**src/rtl/mem_pkg.sv**
```systemverilog
// mem_pkg
// Shared definitions for the load/store bus-master slice: the memory
// operation encoding, access-size classification and the base byteenable
// patterns that the lane aligner shifts into position.
package mem_pkg;

  typedef enum logic [2:0] {
    LB  = 3'd0,
    LBU = 3'd1,
    LH  = 3'd2,
    LHU = 3'd3,
    LW  = 3'd4,
    SB  = 3'd5,
    SH  = 3'd6,
    SW  = 3'd7
  } mem_op_t;

  typedef enum logic [1:0] {
    SZ_BYTE = 2'd0,
    SZ_HALF = 2'd1,
    SZ_WORD = 2'd2
  } mem_size_t;

  // Lane-0 byteenable patterns; shifted left by the byte offset.
  localparam logic [3:0] BE_BYTE = 4'b0001;
  localparam logic [3:0] BE_HALF = 4'b0011;
  localparam logic [3:0] BE_WORD = 4'b1111;

  function automatic logic is_load(input mem_op_t op);
    return (op == LB) || (op == LBU) || (op == LH) || (op == LHU) || (op == LW);
  endfunction

  function automatic mem_size_t size_of(input mem_op_t op);
    mem_size_t sz;
    case (op)
      LB, LBU, SB: sz = SZ_BYTE;
      LH, LHU, SH: sz = SZ_HALF;
      default:     sz = SZ_WORD;
    endcase
    return sz;
  endfunction

endpackage

```
**src/rtl/mem_lane_align.sv**
```systemverilog
// mem_lane_align
// Purely combinational little-endian lane steering for one access.
// Ports:
//   op          in  mem_op_t  load/store operation
//   addr_lo     in  [1:0]     byte offset within the word
//   wdata       in  [31:0]    right-justified store data
//   rdata       in  [31:0]    raw word read from the bus
//   byteenable  out [3:0]     lane enables for the access
//   wdata_lanes out [31:0]    store data shifted into its lanes, other lanes 0
//   rdata_ext   out [31:0]    selected lanes, sign/zero extended per op
//   misaligned  out           access crosses its natural alignment
module mem_lane_align
  import mem_pkg::*;
(
  input  mem_op_t     op,
  input  logic [1:0]  addr_lo,
  input  logic [31:0] wdata,
  input  logic [31:0] rdata,
  output logic [3:0]  byteenable,
  output logic [31:0] wdata_lanes,
  output logic [31:0] rdata_ext,
  output logic        misaligned
);

  logic [4:0]  shamt;
  logic [31:0] rdata_sh;

  // Byte offset in bits. For an aligned halfword addr_lo[0] is 0, so the
  // same shift serves bytes and halves.
  assign shamt    = {addr_lo, 3'b000};
  assign rdata_sh = rdata >> shamt;

  always_comb begin
    byteenable  = BE_WORD;
    wdata_lanes = wdata;
    rdata_ext   = rdata;
    misaligned  = 1'b0;
    case (size_of(op))
      SZ_BYTE: begin
        byteenable  = BE_BYTE << addr_lo;
        wdata_lanes = {24'b0, wdata[7:0]} << shamt;
        rdata_ext   = (op == LB) ? {{24{rdata_sh[7]}}, rdata_sh[7:0]}
                                 : {24'b0, rdata_sh[7:0]};
      end
      SZ_HALF: begin
        misaligned  = addr_lo[0];
        byteenable  = BE_HALF << addr_lo;
        wdata_lanes = {16'b0, wdata[15:0]} << shamt;
        rdata_ext   = (op == LH) ? {{16{rdata_sh[15]}}, rdata_sh[15:0]}
                                 : {16'b0, rdata_sh[15:0]};
      end
      default: begin
        misaligned = |addr_lo;
      end
    endcase
  end

endmodule

```
**src/rtl/mem_bus_master.sv**
```systemverilog
// mem_bus_master
// Single-outstanding bus master between the load/store unit and an
// Avalon-style data memory. One request is accepted in IDLE, the bus
// strobe is held through waitrequest in BUS, and a one-cycle response
// is issued from RESP. Misaligned requests skip the bus entirely.
// Ports:
//   clk, reset              clock, synchronous active-high reset
//   req_valid/req_ready     request handshake (ready only in IDLE)
//   req_op/addr/wdata       request operation, byte address, store data
//   resp_valid/err/rdata    one-cycle response with extended load data
//   address/read/write      bus command (word-aligned address)
//   writedata/byteenable    lane-steered store data and lane enables
//   readdata/waitrequest    slave return data and stall
module mem_bus_master
  import mem_pkg::*;
#(
  parameter int ADDR_W            = 32,
  parameter int RESET_ON_MISALIGN = 0
) (
  input  logic              clk,
  input  logic              reset,
  input  logic              req_valid,
  output logic              req_ready,
  input  mem_op_t           req_op,
  input  logic [ADDR_W-1:0] req_addr,
  input  logic [31:0]       req_wdata,
  output logic              resp_valid,
  output logic              resp_err,
  output logic [31:0]       resp_rdata,
  output logic [ADDR_W-1:0] address,
  output logic              read,
  output logic              write,
  output logic [31:0]       writedata,
  output logic [3:0]        byteenable,
  input  logic [31:0]       readdata,
  input  logic              waitrequest
);

  typedef enum logic [1:0] {
    IDLE = 2'd0,
    BUS  = 2'd1,
    RESP = 2'd2
  } state_t;

  state_t     state;
  mem_op_t    op_q;
  logic [1:0] addr_lo_q;

  mem_op_t     align_op;
  logic [1:0]  align_addr_lo;
  logic [3:0]  align_be;
  logic [31:0] align_wdata;
  logic [31:0] align_rdata;
  logic        align_misaligned;

  // The reserved misalign option has no alternative behaviour; misaligned
  // requests never reach the bus whatever its value.
  logic unused_cfg;
  assign unused_cfg = (RESET_ON_MISALIGN != 0);

  // One aligner serves both phases: in IDLE it looks at the incoming
  // request, afterwards at the latched request for load extraction.
  assign align_op      = (state == IDLE) ? req_op        : op_q;
  assign align_addr_lo = (state == IDLE) ? req_addr[1:0] : addr_lo_q;

  mem_lane_align u_align (
    .op          (align_op),
    .addr_lo     (align_addr_lo),
    .wdata       (req_wdata),
    .rdata       (readdata),
    .byteenable  (align_be),
    .wdata_lanes (align_wdata),
    .rdata_ext   (align_rdata),
    .misaligned  (align_misaligned)
  );

  // Control FSM with every output registered. req_ready comes up one cycle
  // after reset releases and again on leaving RESP, which limits
  // throughput to one access per three cycles.
  always_ff @(posedge clk) begin
    if (reset) begin
      state      <= IDLE;
      op_q       <= LB;
      addr_lo_q  <= 2'b00;
      req_ready  <= 1'b0;
      resp_valid <= 1'b0;
      resp_err   <= 1'b0;
      resp_rdata <= '0;
      address    <= '0;
      read       <= 1'b0;
      write      <= 1'b0;
      writedata  <= '0;
      byteenable <= '0;
    end else begin
      case (state)
        IDLE: begin
          if (req_valid && req_ready) begin
            op_q      <= req_op;
            addr_lo_q <= req_addr[1:0];
            req_ready <= 1'b0;
            if (align_misaligned) begin
              state      <= RESP;
              resp_valid <= 1'b1;
              resp_err   <= 1'b1;
              resp_rdata <= '0;
            end else begin
              state      <= BUS;
              address    <= {req_addr[ADDR_W-1:2], 2'b00};
              byteenable <= align_be;
              read       <= is_load(req_op);
              write      <= !is_load(req_op);
              writedata  <= is_load(req_op) ? 32'h0 : align_wdata;
            end
          end else begin
            req_ready <= 1'b1;
          end
        end

        BUS: begin
          if (!waitrequest) begin
            state      <= RESP;
            read       <= 1'b0;
            write      <= 1'b0;
            byteenable <= '0;
            writedata  <= '0;
            resp_valid <= 1'b1;
            resp_err   <= 1'b0;
            resp_rdata <= is_load(op_q) ? align_rdata : 32'h0;
          end
        end

        RESP: begin
          state      <= IDLE;
          req_ready  <= 1'b1;
          resp_valid <= 1'b0;
          resp_err   <= 1'b0;
          resp_rdata <= '0;
        end

        default: begin
          state     <= IDLE;
          req_ready <= 1'b0;
        end
      endcase
    end
  end

endmodule

```
**config.mk**
```make
export PLATFORM = sky130hd
export DESIGN_NAME = mem_bus_master
export DESIGN_NICKNAME = d
export VERILOG_FILES = /design/src/rtl/mem_pkg.sv /design/src/rtl/mem_lane_align.sv /design/src/rtl/mem_bus_master.sv
export SDC_FILE = /design/constraint.sdc
export NUM_CORES = 1
export LEC_CHECK = 0
export CAP_MARGIN = 20
export CORE_MARGIN = 4
export CORE_UTILIZATION = 49
export CTS_BUF_LIST = sky130_fd_sc_hd__clkbuf_2 sky130_fd_sc_hd__clkbuf_4 sky130_fd_sc_hd__clkbuf_8
export CTS_CLUSTER_DIAMETER = 50
export DETAILED_ROUTE_END_ITERATION = 7
export PLACE_DENSITY_LB_ADDON = 0.2
export SYNTH_ARGS = -nofsm -noshare
export SYNTH_HDL_FRONTEND = slang
export SYNTH_SLANG_ARGS = --single-unit
export TNS_END_PERCENT = 30
```
**constraint.sdc**
```tcl
create_clock -name clk -period 4.4 [get_ports clk]
set_input_delay 0.88 -clock clk [delete_from_list [all_inputs] [get_ports clk]]
set_output_delay 0.88 -clock clk [all_outputs]
set_load 0.02 [all_outputs]
```
==> metrics, run 1 <==
Die H=around 110 µm; final clock skew=approximately 7.9 ps; Avg Inst Size Synth=roughly 9.2 µm²; Area contributors post-synth=dfxtp_1, mux2i_1, o2bb2ai_1; Synth Instances=around 600; period utilisation layout=between 70 and 80%; Crit. End Element=flop; initial drt markers=412; EDFF count, synth=0; CP Cell Sequence=clkdlybuf4s50_1 -> mux2i_4 -> mux2i_1 -> o22ai_1 -> a221oi_4 -> o2bb2ai_1; CP Max Fanout=24; Commonest cells post-synth=dfxtp_1, nand2_1, mux2i_1; Worst-Margin Slew=~1000 ps; total gr overflow=0; CTS Buf Count=9; WP data required=4630 ps; Yosys reg bits=between 100 and 150; asr flop ratio synth=0%; Yosys top cell by area=dfxtp_1; Sequential Power Share=34.3%; P_int=approximately 2.1 mW; initial antenna violation count=0; LEAKAGE=approximately 2.7 nW; Yosys cell types=59; Clk Latency, worst-skew pair=between 300 and 400 ps; Ports=roughly 210; Seq/Total Area, Yosys=about 40%; clock slew at reported path FFs=about 100 ps; maximum clock rate=a little over 300 MHz; crit path to=resp_rdata[26]; CP startpoint kind=primary input; DRT Pass-1 Iters=6; Sw Ratio=roughly 39%; clock sinks=110; vias in the first global route=5185; Net Switching=1.34 mW; Inserted Diodes=0; DRT Wirelength=~16 mm; Routed Antenna Nets=0; fraction of layout cells with a size suffix above 1=roughly 6%; Critical path origin=req_addr[1]; clock group share of total power=~20%; setup TNS=0 ps; Pwr Total=approximately 3.5 mW; DR WL/cell=17.7 µm; Hold/Removal Path Class=reg -> reg; Die ar.=between 10000 and 15000 µm²; CP Buf/Inv Count=1; DR vias=roughly 5000; cell depth of the worst setup path=6; share of the synthesized area in the top cell type=between 40% and 50%; Port Buffer Count=approximately 200; Longest Clk Path Bufs=2; top_reg_cell synth=dfxtp_1; starting density of the core=around 50%; vias per cell=5.69; post-synthesis cell area=5410 µm²; total global-route track usage=between 20% and 30%; R2R setup slack=~1400 ps; R2R Path Start=state[1]; Comb pwr share=46.0%; Final Hold Fails=0; Post-CTS Setup Inserts=0; CTS tree=yes; post_cts resized=0; largest net degree at the start of global routing=73; Post-CTS Hold Buffers=0; RD Place Congestion=roughly 0.86; r2r worst-path depth=8; Root Buffer=clkbuf_8; die width=roughly 110 µm; critical path's top delay family=multiplexers; first-pass GRT wire length=25.9 mm; Final setup viols=0; htree depth=3; YS warnings=0; worst rel slew slack=roughly a third; Peak VDD IR=approximately 0.22 mV; core box area=10800 µm²; Slowest-stage cell, CP=mux2i_4; CP arrival=~3500 ps; max incr delay on CP=roughly 700 ps; RSZ-0062 raised after global routing=no; number of nets in the layout=roughly 870; site row count=38; worst r2r dst=resp_rdata[6]; status=finished, final reports clean; most numerous cell in the Yosys netlist=dfxtp_1; worst hold path startpoint=address[25]; DRC viols=0; Area growth syn-to-layout=41.8%; Max-Cap Viols=0; Max Slew Vio Count=0; fin crit period=3290 ps; DP Wirelength=~12 mm; Pwr per Cell Area=between 400 and 500 nW/µm²; critical path class=in -> reg
## stage by stage
stage                     cell area, µm²  setup WS, ps  util, %  cells  hold slack (ps)
after floorplan                     5420          1970        -    591              507
after global placement              7440           915     68.7    891              441
after detailed placement            7440           709     68.7    891              446
after CTS                           7670          1110     70.8    906              464
after global routing                7670           934     70.8    906              480
final                               7670          1110     70.8    906              465
## power by group through the flow
stage          sequential (mW)  combinational (mW)  clock, mW
3_5_place_dp              1.21                1.58          0
6_report                  1.19                1.59      0.681
3_3_place_gp              1.20                1.53          0
5_1_grt                   1.20                1.73      0.736
2_1_floorplan             1.32               0.974          0
4_1_cts                   1.18                1.58      0.695
## cell families (layout without fill, tap and decap cells)
family	after synthesis	after routing	share of synthesized area (%)
buffers and inverters	63	238	6.08
XOR/XNOR	3	3	0.624
AO/OA/AOI/OAI	176	176	25.5
multiplexers	56	56	10.9
other	1	2	0.0693
AND/OR/NAND/NOR	177	177	15.2
flip-flops	110	110	40.7
adder cells (fa/ha/maj)	4	4	0.925
## cell usage in the layout (no fill, tap or decap), types with 2 or more instances in the layout
cell type,n
clkdlybuf4s50_1,205
dfxtp_1,110
nand2_1,100
mux2i_1,52
o2bb2ai_1,46
o21ai_0,31
o211ai_1,18
nand4_1,17
nor2_1,16
a22oi_1,16
a22o_1,12
nand3_1,11
clkbuf_8,11
inv_1,10
a21oi_1,10
nand2b_1,9
o221ai_1,8
and3_1,7
a221o_1,7
buf_4,6
o31ai_1,4
ha_1,4
o21ai_1,3
nor2b_1,3
and2_1,3
a32o_1,3
mux2i_4,2
xor2_1,2
a21bo_2,2
o2111ai_1,2
nor3_1,2
or2_2,2
conb_1,2
bufinv_16,2
## worst min-delay path: stages (launching register included)
cell	delay [ps]
dfxtp_1	320
nand2_1	50
mux2i_1	50
## registers in the layout, indices dropped and copies added, names as in the netlist, 2 cells and up
register    flops
resp_rdata     32
writedata      32
address        30
byteenable      4
op_q            3
addr_lo_q       2
state           2
## per-layer routing
metal	global-route usage, %	vias up	share of wire (%)
li1	-	2523	-
met1	32.6	2410	44
met2	40.6	194	48
met3	4.65	25	5.9
met4	8.25	0	2.0
met5	0	-	0
## cell type report
| class | instances | area (µm²) |
|---|---|---|
| clock inverter | 3 | 67.6 |
| sequential | 110 | 2200 |
| tap | 140 | 175 |
| clock buffer | 12 | 159 |
| timing repair buffer | 212 | 2120 |
| multi-input combinational | 418 | 2910 |
| fill | 851 | 3170 |
| inverter | 11 | 41.3 |
## worst min-delay path by stage
stage	cells after the start	slack, ps	endpoint
floorplan	2	510	state[1]
global placement	2	440	address[22]
detailed placement	1	450	writedata[31]
CTS	2	460	address[19]
global route	2	480	address[25]
finish	2	460	address[25]
Power figures use the tool's default switching activity.
==> inputs of run 2 (changes only) <==
--- a/config.mk
+++ b/config.mk
@@ -7,7 +7,7 @@
 export LEC_CHECK = 0
 export CAP_MARGIN = 20
 export CORE_MARGIN = 4
-export CORE_UTILIZATION = 49
+export CORE_UTILIZATION = 46
 export CTS_BUF_LIST = sky130_fd_sc_hd__clkbuf_2 sky130_fd_sc_hd__clkbuf_4 sky130_fd_sc_hd__clkbuf_8
 export CTS_CLUSTER_DIAMETER = 50
 export DETAILED_ROUTE_END_ITERATION = 7
==> constraint.sdc (replaced) <==
create_clock -name clk -period 3.1 [get_ports clk]
set_input_delay 0.62 -clock clk [delete_from_list [all_inputs] [get_ports clk]]
set_output_delay 0.62 -clock clk [all_outputs]
set_load 0.02 [all_outputs]
==> metrics, run 2 (synthesized netlist as in run 1, its figures left out) <==
Final Hold Fails=0; DRT Wirelength=about 17 mm; vias in the first global route=between 5000 and 6000; most common library cell in the layout ignoring fill and taps=clkdlybuf4s50_1; first-pass GRT wire length=26.1 mm; Final setup viols=0; Die ar.=~14000 µm²; DR vias=5208; Longest Clk Path Bufs=2; Top Registers=resp_rdata (32), writedata (32), address (30); final clock skew=between 10 and 15 ps; Clk Latency, worst-skew pair=~370 ps; Worst-Margin Slew=roughly 900 ps; number of nets in the layout=880; Die H=about 120 µm; total global-route track usage=a little under a quarter; CTS tree=yes; Ports=208; WP data required=roughly 3300 ps; site row count=39; DRC viols=0; P_int=2.98 mW; max incr delay on CP=430 ps; vias per cell=approximately 5.7; clock sinks=110; Peak VDD IR=roughly 0.3 mV; Crit. End Element=flop; PnR worst setup slack=between 300 and 400 ps; fin crit period=approximately 2800 ps; Post-CTS Hold Buffers=0; Post-CTS Setup Inserts=0; Slowest-stage cell, CP=ha_1; Net Switching=roughly 1.9 mW; post_cts resized=0; Area growth syn-to-layout=43.1%; critical path class=reg -> reg; DR WL/cell=18.0 µm; period utilisation layout=between 80% and 90%; CP Cell Sequence=inv_1 -> ha_1 -> buf_4 -> nand2b_1 -> o22a_2 -> buf_4 -> o21ai_1 -> a22oi_1 -> o2bb2ai_1; clock group share of total power=18.3%; Hold/Removal Path Class=reg -> reg; clock slew at reported path FFs=110 ps; CP arrival=~3000 ps; maximum clock rate=362 MHz; cell mode on critical path=buf_4; core box area=roughly 11000 µm²; Comb pwr share=47.4%; WHS=459 ps; DRT Pass-1 Iters=5; worst rel slew slack=40.7%; CTS Buf Count=9; total gr overflow=0; Routed Antenna Nets=0; Max Slew Vio Count=0; Sequential Power Share=roughly 34%; LEAKAGE=2.79 nW; DP Wirelength=approximately 13 mm; Port Buffer Count=a little over 200; starting density of the core=47.2%; die width=approximately 120 µm; initial antenna violation count=0; htree depth=3; RD Place Congestion=0.871; Pwr per Cell Area=around 630 nW/µm²; CP startpoint kind=flop; Root Buffer=clkbuf_8; Sw Ratio=slightly below 40%; RSZ-0062 raised after global routing=no; Inserted Diodes=0; largest net degree at the start of global routing=61; Max-Cap Viols=0; CP Max Fanout=46; pre-CTS setup slack=around 110 ps; initial drt markers=approximately 370; setup TNS=0 ps; fraction of layout cells with a size suffix above 1=7.34%; most frequent cells in the layout=clkdlybuf4s50_1, dfxtp_1, nand2_1; status=finished, final reports clean
[run 2: changes by cell type in the layout (fill, tap and decap cells not counted)]
cell,delta
buf_4,+10
clkinv_4,+1
buf_12,+1
clkinv_2,+1
bufinv_16,-1
clkinvlp_4,-1
[run 2: cell type report]
| cell class | count | area (µm²) |
|---|---|---|
| Fill cell | 913 | 3720 |
| Multi-Input combinational cell | 418 | 2910 |
| Timing Repair Buffer | 223 | 2210 |
| Sequential cell | 110 | 2200 |
| Tap cell | 143 | 179 |
| Clock buffer | 12 | 159 |
| Clock inverter | 3 | 43.8 |
| Inverter | 11 | 41.3 |
[run 2: stage by stage]
step                      util [%]  cell area, µm²  total power [mW]  std cells
after floorplan                  -            5420              3.26        591
after global placement        65.8            7540              3.97        905
after detailed placement      65.8            7540              4.03        905
after CTS                     67.6            7750              4.92        920
after global routing          67.6            7750              5.20        920
final                         67.6            7750              4.90        920
[run 2: metal layers]
layer,part of all wire [%],global-route usage (%)
met1,42,30.6
met2,46,39.2
met3,9.9,6.27
met4,2.0,8.12
met5,0,0
[run 2: power groups by stage]
| stage | logic, mW | clock network (mW) | registers (mW) |
|---|---|---|---|
| floorplan | 1.38 | 0 | 1.88 |
| global placement | 2.26 | 0 | 1.71 |
| detailed placement | 2.31 | 0 | 1.71 |
| CTS | 2.32 | 0.921 | 1.68 |
| global route | 2.52 | 0.972 | 1.70 |
| finish | 2.32 | 0.896 | 1.68 |
[run 2: worst max-delay path: cells and delay by family, from the launching register on]
kind,cells,cell delay [ps]
AO/OA/AOI/OAI,4,860
adder cells (fa/ha/maj),1,430
buffers and inverters,3,800
flip-flops,1,340
AND/OR/NAND/NOR,1,200
[run 2: final timing paths]
path	start	endpoint	slack, ps	cells past startpoint
min	address[8]	address[8]	460	2
max reg2reg	state[1]	writedata[10]	340	9
min reg2reg	address[8]	address[8]	460	2
max	state[1]	writedata[10]	340	9
==> inputs of run 3 (changes only) <==
--- a/config.mk
+++ b/config.mk
@@ -6,7 +6,6 @@
 export NUM_CORES = 1
 export LEC_CHECK = 0
 export CAP_MARGIN = 20
-export CORE_MARGIN = 4
 export CORE_UTILIZATION = 46
 export CTS_BUF_LIST = sky130_fd_sc_hd__clkbuf_2 sky130_fd_sc_hd__clkbuf_4 sky130_fd_sc_hd__clkbuf_8
 export CTS_CLUSTER_DIAMETER = 50
==> metrics, run 3 (synthesized netlist as in run 1, its figures left out) <==
Die ar.=between 10000 and 15000 µm²; Worst-Margin Slew=944 ps; CP startpoint kind=flop; vias per cell=roughly 5.7; CP arrival=slightly above 3000 ps; Max-Cap Viols=0; Final setup viols=0; fin crit period=~2800 ps; status=finished, final reports clean; DRT Wirelength=roughly 16 mm; CP Cell Sequence=inv_1 -> ha_1 -> mux2i_4 -> mux2i_1 -> o22ai_1 -> o21ai_1 -> o211ai_1; WP data required=approximately 3300 ps; max incr delay on CP=610 ps; Max Slew Vio Count=0; site row count=39; met1 Use GR=between 30 and 40%; initial antenna violation count=0; Crit. End Element=flop; Inserted Diodes=0; clock sinks=110; DRC viols=0; first-pass GRT wire length=approximately 25 mm; period utilisation layout=approximately nine tenths; Most Crowded Layer GR=met2; clock slew at reported path FFs=approximately 110 ps; largest net degree at the start of global routing=70; vias in the first global route=just over 5000; Post-CTS Setup Inserts=0; critical path's top delay family=compound AO/OA/AOI/OAI gates; htree depth=3; post_cts resized=0; total global-route track usage=25.2%; Post-CTS Hold Buffers=0; most frequent cells in the layout=clkdlybuf4s50_1, dfxtp_1, nand2_1; Root Buffer=clkbuf_8; Final Hold Fails=0; Routed Antenna Nets=0; starting density of the core=47.4%; total gr overflow=0; PnR worst setup slack=between 200 and 300 ps; number of nets in the layout=~900; Slowest-stage cell, CP=ha_1; DR WL/cell=approximately 17 µm; CP Buf/Inv Count=1; Clk Latency, worst-skew pair=370 ps; GR met2 Demand/Resource=between 40% and 50%; CP Max Fanout=15; LEAKAGE=2.82 nW; Peak VDD IR=0.328 mV; R2R setup slack=between 200 and 300 ps; core box area=11400 µm²; RD Place Congestion=between 0.8 and 0.9; Pwr per Cell Area=~660 nW/µm²; Top Registers=resp_rdata (32), writedata (32), address (30); fraction of layout cells with a size suffix above 1=under 10%; Ports=around 210; initial drt markers=between 200 and 300; RSZ-0062 raised after global routing=no; Port Buffer Count=around 210; pre-CTS setup slack=about 120 ps; CTS tree=yes; final clock skew=between 10 and 15 ps; DRT Pass-1 Iters=5; setup TNS=0 ps; worst rel slew slack=between 30% and 40%; met3 GRT Util=around 5.8%; DP Wirelength=12.0 mm; most common library cell in the layout ignoring fill and taps=clkdlybuf4s50_1; maximum clock rate=between 300 and 400 MHz; DR vias=between 5000 and 6000; Area growth syn-to-layout=44.3%; CTS Buf Count=9; Longest Clk Path Bufs=2; Hold/Removal Path Class=reg -> reg; critical path class=reg -> reg; Die H=~110 µm; die width=between 100 and 150 µm
run 3: cell types whose count changed in the layout (fill, tap and decap cells not counted):
cell / delta
clkinv_2: -1
clkbuf_8: -2
bufinv_16: +3
clkbuf_4: -1
clkinvlp_4: +1
inv_6: +1
buf_12: -1
buf_4: +2
run 3: path summary, 6_finish.rpt:
check,from,to,cells past startpoint
setup / recovery,state[1],resp_rdata[12],7
hold / removal,address[31],address[31],2
setup reg to reg,state[1],resp_rdata[12],7
hold reg to reg,address[31],address[31],2
run 3: where the power goes:
part           internal [mW]  total (mW)  switching (mW)
clock network          0.622        1.12           0.500
registers               1.58        1.68           0.104
logic                  0.981        2.33            1.35
run 3: layer usage:
metal	wire length (µm)	part of all wire (%)
met1	7030	45
met2	7290	46
met3	1090	7.0
met4	295	1.9
met5	0	0
run 3: cell type report:
| cell class | count | area (µm²) |
|---|---|---|
| fillers | 921 | 3610 |
| well taps | 143 | 179 |
| inverters | 11 | 41.3 |
| clock buffers | 9 | 124 |
| flip-flops and latches | 110 | 2200 |
| multi-input cells | 418 | 2910 |
| repair buffers | 224 | 2210 |
| clock inverters | 7 | 145 |
run 3: worst min-delay path, cell delays in order (launching register included):
cell and delay, ps:
dfxtp_1 330, nand2_1 50, mux2i_1 50
run 3: through the flow:
step                      cell area [µm²]  total power [mW]  instances  hold slack, ps  utilization [%]
after floorplan                      5420              3.26        591             507                -
after global placement               7540              3.99        906             442             66.0
after detailed placement             7540              4.04        906             446             66.0
after CTS                            7810              5.15        922             465             68.4
after global routing                 7810              5.42        922             486             68.4
final                                7810              5.14        922             464             68.4
